--- src/rtl/alu_share_arbiter.sv ---
// Shares one combinational ALU between two requesters with a tagged one-entry response buffer.
// Optional round-robin arbitration via `define ALU_ARB_ROUND_ROBIN_EN (fixed priority otherwise).
module alu_share_arbiter #(
    parameter int DATA_WIDTH = 32,
    parameter int OP_WIDTH   = 4,
    parameter int CNT_WIDTH  = 16
) (
    input  logic                  clk_i,
    input  logic                  rst_i,
    input  logic                  req0_valid_i,
    output logic                  req0_ready_o,
    input  logic [DATA_WIDTH-1:0] req0_op1_i,
    input  logic [DATA_WIDTH-1:0] req0_op2_i,
    input  logic [OP_WIDTH-1:0]   req0_operation_i,
    input  logic                  req1_valid_i,
    output logic                  req1_ready_o,
    input  logic [DATA_WIDTH-1:0] req1_op1_i,
    input  logic [DATA_WIDTH-1:0] req1_op2_i,
    input  logic [OP_WIDTH-1:0]   req1_operation_i,
    output logic [DATA_WIDTH-1:0] alu_op1_o,
    output logic [DATA_WIDTH-1:0] alu_op2_o,
    output logic [OP_WIDTH-1:0]   alu_operation_o,
    input  logic [DATA_WIDTH-1:0] alu_result_i,
    input  logic                  alu_zero_i,
    output logic                  rsp_valid_o,
    input  logic                  rsp_ready_i,
    output logic                  rsp_id_o,
    output logic [DATA_WIDTH-1:0] rsp_result_o,
    output logic                  rsp_zero_o,
    output logic [CNT_WIDTH-1:0]  grant0_cnt_o,
    output logic [CNT_WIDTH-1:0]  grant1_cnt_o
);

    typedef enum logic {
        EMPTY,
        FULL
    } buf_state_t;

    localparam logic [CNT_WIDTH-1:0] CNT_ONE = {{(CNT_WIDTH-1){1'b0}}, 1'b1};
    localparam logic [CNT_WIDTH-1:0] CNT_MAX = {CNT_WIDTH{1'b1}};

    buf_state_t state, state_next;
    logic       can_accept;
    logic       win0, win1;
    logic       accept;

`ifdef ALU_ARB_ROUND_ROBIN_EN
    logic rr_ptr;

    // Pointer names the preferred requester; a lone valid wins regardless.
    assign win0 = req0_valid_i & (~req1_valid_i | ~rr_ptr);
    assign win1 = req1_valid_i & (~req0_valid_i | rr_ptr);

    always_ff @(posedge clk_i) begin
        if (rst_i) begin
            rr_ptr <= 1'b0;
        end else if (accept) begin
            rr_ptr <= ~req1_ready_o;
        end
    end
`else
    assign win0 = req0_valid_i;
    assign win1 = req1_valid_i & ~req0_valid_i;
`endif

    assign rsp_valid_o  = (state == FULL);
    assign can_accept   = ~rsp_valid_o | rsp_ready_i;
    assign req0_ready_o = win0 & can_accept & ~rst_i;
    assign req1_ready_o = win1 & can_accept & ~rst_i;
    assign accept       = req0_ready_o | req1_ready_o;

    always_comb begin
        alu_op1_o       = '0;
        alu_op2_o       = '0;
        alu_operation_o = '0;
        unique case (1'b1)
            win0: begin
                alu_op1_o       = req0_op1_i;
                alu_op2_o       = req0_op2_i;
                alu_operation_o = req0_operation_i;
            end
            win1: begin
                alu_op1_o       = req1_op1_i;
                alu_op2_o       = req1_op2_i;
                alu_operation_o = req1_operation_i;
            end
            default: ;
        endcase
    end

    always_ff @(posedge clk_i) begin
        if (rst_i) begin
            state <= EMPTY;
        end else begin
            state <= state_next;
        end
    end

    always_comb begin
        state_next = state;
        case (state)
            EMPTY: if (accept) state_next = FULL;
            FULL:  if (!accept && rsp_ready_i) state_next = EMPTY;
            default: state_next = EMPTY;
        endcase
    end

    always_ff @(posedge clk_i) begin
        if (rst_i) begin
            rsp_id_o     <= 1'b0;
            rsp_result_o <= '0;
            rsp_zero_o   <= 1'b0;
        end else if (accept) begin
            rsp_id_o     <= req1_ready_o;
            rsp_result_o <= alu_result_i;
            rsp_zero_o   <= alu_zero_i;
        end
    end

    always_ff @(posedge clk_i) begin
        if (rst_i) begin
            grant0_cnt_o <= '0;
            grant1_cnt_o <= '0;
        end else begin
            if (req0_ready_o && grant0_cnt_o != CNT_MAX) begin
                grant0_cnt_o <= grant0_cnt_o + CNT_ONE;
            end
            if (req1_ready_o && grant1_cnt_o != CNT_MAX) begin
                grant1_cnt_o <= grant1_cnt_o + CNT_ONE;
            end
        end
    end

endmodule

--- config.mk ---
export PLATFORM = sky130hd
export DESIGN_NAME = alu_share_arbiter
export DESIGN_NICKNAME = d
export VERILOG_FILES = /design/src/rtl/alu_share_arbiter.sv
export SDC_FILE = /design/constraint.sdc
export NUM_CORES = 1
export LEC_CHECK = 0
export CAP_MARGIN = 20
export CORE_AREA = 2 2 119 121
export DETAILED_ROUTE_END_ITERATION = 6
export DIE_AREA = 0 0 121 123
export HOLD_SLACK_MARGIN = 0.1
export PLACE_DENSITY = 0.7
export SLEW_MARGIN = 20
export SYNTH_ARGS = -nofsm -noshare
export SYNTH_HDL_FRONTEND = slang
export SYNTH_SLANG_ARGS = --single-unit
--- constraint.sdc ---
create_clock -name clk_i -period 4.7 [get_ports clk_i]
set_clock_uncertainty 0.15 [all_clocks]
set_input_delay 1.41 -clock clk_i [delete_from_list [all_inputs] [get_ports clk_i]]
set_output_delay 1.41 -clock clk_i [all_outputs]
set_load 0.02 [all_outputs]
# After elaboration in Yosys (flattened, before gate mapping)

Cells that the tools add are included.

Register bits after elaboration: 67
Logic and storage cells: 30
Output and inout port bits: 137
Input bits: 174

Reductions and logical operators: 4
Multiplexer cells: 6
Bitwise logic cells: 10
Add/sub/neg operators: 2
Equality and inequality tests: 2

Operators with widths:

| kind                                          | count |
|---|---|
| one-hot mux 32 bit (2 select lines)           | 2 |
| adder 16 x 1 -> 16 bit, second input constant | 2 |
| != test 16 bit, second input constant         | 2 |
| one-hot mux 4 bit (2 select lines)            | 1 |
| bitwise AND 1 bit                             | 5 |
| logical AND 1 bit                             | 3 |
| NOT 1 bit                                     | 3 |
| two-way mux 1 bit                             | 2 |
| bitwise OR 1 bit                              | 2 |
| one-hot mux 1 bit (2 select lines)            | 1 |
| logical NOT 1 bit                             | 1 |

# Depth between registers and ports, before layout

Gate-level depths: netlist of run 1.

Depth in word-level cells: 9
Depth in mapped cells: 8
Mapped depth without buffers: 5

# Least setup slack after synthesis of run 1

Ideal clock, no wire load.

Path kind: input to output
From: input req0_valid_i
To: output alu_op1_o[18]
Path slack: 0.489 ns
Buffers on the path: 4
Required time: 3.140 ns
Arrival time: 2.651 ns
Stages: 6
Path through: buf_2 > nor2b_1 > buf_4 > clkbuf_1 > buf_1 > a22o_1

Cells in the longest elaborated chain, start to end: 3

RTL lines:

| what                                    | RTL line | source |
|---|---|---|
| start: declaration                      | 10       | `input logic req0_valid_i,` |
| NOT 1 bit                               | 63       | `assign win1 = req1_valid_i & ~req0_valid_i;` |
| bitwise AND 1 bit                       | 63       |  |
| one-hot mux 32 bit (2 select lines) (*) | 76       | `unique case (1'b1)` |
| end: declaration                        | 20       | `output logic [DATA_WIDTH-1:0] alu_op1_o,` |

Every way passes the cells marked *; elsewhere a longest branch is shown, timed or not.

# Final worst setup path of run 1

From: input req1_valid_i
To: output alu_op2_o[8]

Cells in the longest elaborated chain, start to end: 2

RTL lines:

| what                                | RTL line | source |
|---|---|---|
| start: declaration                  | 15       | `input logic req1_valid_i,` |
| bitwise AND 1 bit                   | 63       |  |
| one-hot mux 32 bit (2 select lines) | 76       |  |
| end: declaration                    | 21       | `output logic [DATA_WIDTH-1:0] alu_op2_o,` |

No other way between the ends.

==> flow_summary_export.csv, run 1 <==
group,metric,value,unit
run_status,status,"completed",
placement,dp_hpwl,15000,µm
grt,grt_usage,24.3,%
placement,gp_congestion,0.889,
placement,dpl-instance-area,7030,µm²
route,firstDrtPassIters,4,
flow_run,cap_viol_max_count,0,
grt,grt_pass1_wl,27400,µm
logic_synthesis,synth_adder_area_share,0.681,%
grt,grt_max_degree,62,
die,core,13600,µm²
critical_path,path_common_cell,"clkdlybuf4s50_1",
critical_path,path_max_fanout,26,
layout,final_nets,918,
route,routed_wirelength,19000,µm
critical_path,r2r-end,"grant1_cnt_o[9]",
power,irDropWorstVdd,0.000127,V
critical_path,cpMaxStageDelayCell,"clkdlybuf4s50_1",
power,cellLeakagePower,0.00305,µW
clock_tree,cts.sinks,67,
power,power_frac_clock,41.5,%
logic_synthesis,synth_ff_type,"dfxtp_1",
die,initial_core_util,27.0,%
power,power_density,259,nW/µm²
grt,gr-total-overflow,0,
die,rows,43,
critical_path,r2r_setup_slack,2.33,ns
hold_path,hold_path.class,"register to register",
grt,grt_pass1_vias,4669,
logic_synthesis,synthMuxAreaShare,4.66,%
timing,finalCritPeriodShare,98.7,%
placement,port_buffers,310,
logic_synthesis,async_flop_share,0,%
layout,post-route-util,54.1,%
logic_synthesis,ys_ff_latch,67,
layout,fin_area,7370,µm²
logic_synthesis,synth-edff-count,0,
die,io_pins,311,
power,power_frac_seq,31.9,%
hold_path,whs_endpoint,"rsp_result_o[29]",
layout,drive_above_1_share,8.97,%
power,comb_power_share,26.6,%
timing,hold_violations,0,
hold_path,min_path_cells,2,
logic_synthesis,synth_warnings,0,
logic_synthesis,synthSimpleGateAreaFrac,23.6,%
clock_tree,cts_hold_buf,0,
critical_path,critPathArrivalTime,3.08,ns
clock_tree,cts_setup_buffers,0,
clock_tree,cts_buffers,9,
logic_synthesis,ys_seq_area_share,36.5,%
logic_synthesis,syn_area,3680,µm²
die,dieArea,14900,µm²
layout,layout_common_cells,"clkdlybuf4s50_1 (249), nand2_1 (83), a22o_1 (68)",
timing,slew_headroom,50.2,%
clock_tree,clockRootBuffer,"clkbuf_16",
layout,area_delta_synth_final,100,%
route,routed-via-count,4811,
clock_tree,htree_levels,3,
logic_synthesis,synth_top_family_by_area,"compound AO/OA/AOI/OAI gates",
critical_path,path_cells,"clkdlybuf4s50_1 -> nor2b_4 -> buf_12 -> a22o_1 -> clkdlybuf4s50_1",
clock_tree,clk-insertion-delay-late,0.32,ns
layout,final_common_cell,"clkdlybuf4s50_1",
die,die_y,123,µm
timing,fmax,216,MHz
timing,slew_violations,0,
power,p_int,1400,µW
logic_synthesis,synth_cells,437,
critical_path,required,3.14,ns
critical_path,cp_slowest_stage_delay,0.62,ns
clock_tree,cts.path.max_buffers,2,
critical_path,r2r_cells,5,
grt,antenna_found_initial,1,
critical_path,end_kind,"output port",
critical_path,crit_type,"input port to output port",
timing,tightest_slew,0.741,ns
power,p_switching,505,µW
hold_path,min-delay-start,"rsp_result_o[29]",
route,drt-initial-drc-count,328,
timing,period_needed,4.64,ns
logic_synthesis,synth.net_count,613,
critical_path,start_kind,"input port",
logic_synthesis,synth_xor_area_share,0,%
timing,setup_viol,0,
critical_path,crit_family,"buffers and inverters",
route,antenna_left,0,
logic_synthesis,syn_area_per_cell,8.41,µm²
power,switching_share,26.5,%
critical_path,timing.rr.start,"grant1_cnt_o[0]",
die,die_x,121,µm
clock_tree,clkSlewWorstSetupHoldPaths,0.05,ns
logic_synthesis,synth_compound_area_share,29.4,%
timing,rsz0062_at_grt,"false",
critical_path,crit_buf_inv,3,
route,viasPerCell,5.17,
logic_synthesis,synth.distinct_cells,53,
route,wl_per_cell,20.4,µm
clock_tree,cts_tree,"yes",
route,drcViolationCount,0,
-- power groups by stage --
stage / Sequential (µW) / Combinational (µW) / Clock [µW]
finish: 608 / 507 / 790
global route: 610 / 536 / 827
CTS: 607 / 511 / 801
global placement: 618 / 524 / 0
detailed placement: 619 / 525 / 0
floorplan: 642 / 174 / 0
-- cells by family (layout without fill, tap and decap cells) --
family / Yosys count / after routing
simple gates: 164 / 164
compound gates: 143 / 143
flops: 67 / 67
buf+inv: 45 / 355
mux: 16 / 16
fa+ha+maj: 2 / 2
other cells: 0 / 3
-- flip-flops by register name, indices dropped and copies added (netlist names) --
name	flops
grant0_cnt_o	16
grant1_cnt_o	16
rsp_id_o	1
rsp_result_o	32
rsp_valid_o	1
rsp_zero_o	1
-- final cells by class --
cell class,count,area (µm²)
Sequential cell,67,1340
Inverter,8,30.0
Clock buffer,10,239
Multi-Input combinational cell,325,2150
Antenna cell,3,7.51
Timing Repair Buffer,331,3260
Tap cell,180,225
Clock inverter,6,111
Fill cell,1220,6240
-- stage by stage --
step / setup TNS, ns / setup WS [ns] / total power [µW] / hold WS, ns / std cells
after floorplan: 0 / 0.489 / 815 / 0.380 / 437
after global placement: -0.687 / -0.0377 / 1140 / 0.287 / 911
after detailed placement: -0.326 / -0.0347 / 1140 / 0.297 / 911
after CTS: 0 / 0.0207 / 1920 / 0.303 / 927
after global routing: 0 / 0.00156 / 1970 / 0.320 / 927
final: 0 / 0.0605 / 1900 / 0.298 / 930
-- worst max path at each step --
stage,endpoint,startpoint,slack [ns],depth (start not counted)
5_1_grt,alu_op2_o[8],req1_valid_i,0.002,5
3_5_place_dp,alu_op2_o[1],req1_valid_i,-0.03,6
2_1_floorplan,alu_op1_o[18],req0_valid_i,0.49,6
6_report,alu_op2_o[8],req1_valid_i,0.06,5
4_1_cts,alu_op1_o[6],req1_valid_i,0.02,5
3_3_place_gp,alu_op2_o[25],req1_valid_i,-0.04,6
-- worst min-delay path: cells and delay by family, from the launching register on --
family,cells,cell delay [ns]
flip-flops,1,0.30
AO/OA/AOI/OAI,1,0.05
AND/OR/NAND/NOR,1,0.05
-- cell usage after synthesis, drive strengths merged (4+ instances only) --
master	instances	area, µm²
clkbuf	27	101
buf	10	60.1
nor3	6	30.0
or4	7	52.6
nor4	10	77.6
inv	7	26.3
o41ai	4	35.0
mux2i	7	70.1
nor2	8	30.0
mux2	9	101
nand2	83	312
dfxtp	67	1340
nand3	14	87.6
nor2b	11	68.8
a22o	68	596
nand4	5	52.6
a21oi	42	210
and4	4	37.5
o31ai	5	37.5
and3	8	60.1
-- repair_timing --
| item | in CTS | in global routing |
|---|---|---|
| setup endpoints to repair | 41 | 14 |
| cloned | 0 | 0 |
| pin swaps | 0 | 0 |
| resized for setup | 41 | 14 |
-- per-layer routing --
metal  up-vias  global-route usage, %  wire length (µm)
li1       2261                      -                 -
met1      2308                   30.1              7570
met2       217                   41.0              9390
met3        25                   7.29              1730
met4         0                   6.32               320
met5         -                      0                 0
Power figures use the tool's default switching activity.
==> run 2: changes to the inputs <==
CTS_CLUSTER_DIAMETER = 100   (was unset)
==> results of run 2 <==
The final DEF is identical to that of run 1; final timing and power are the same.
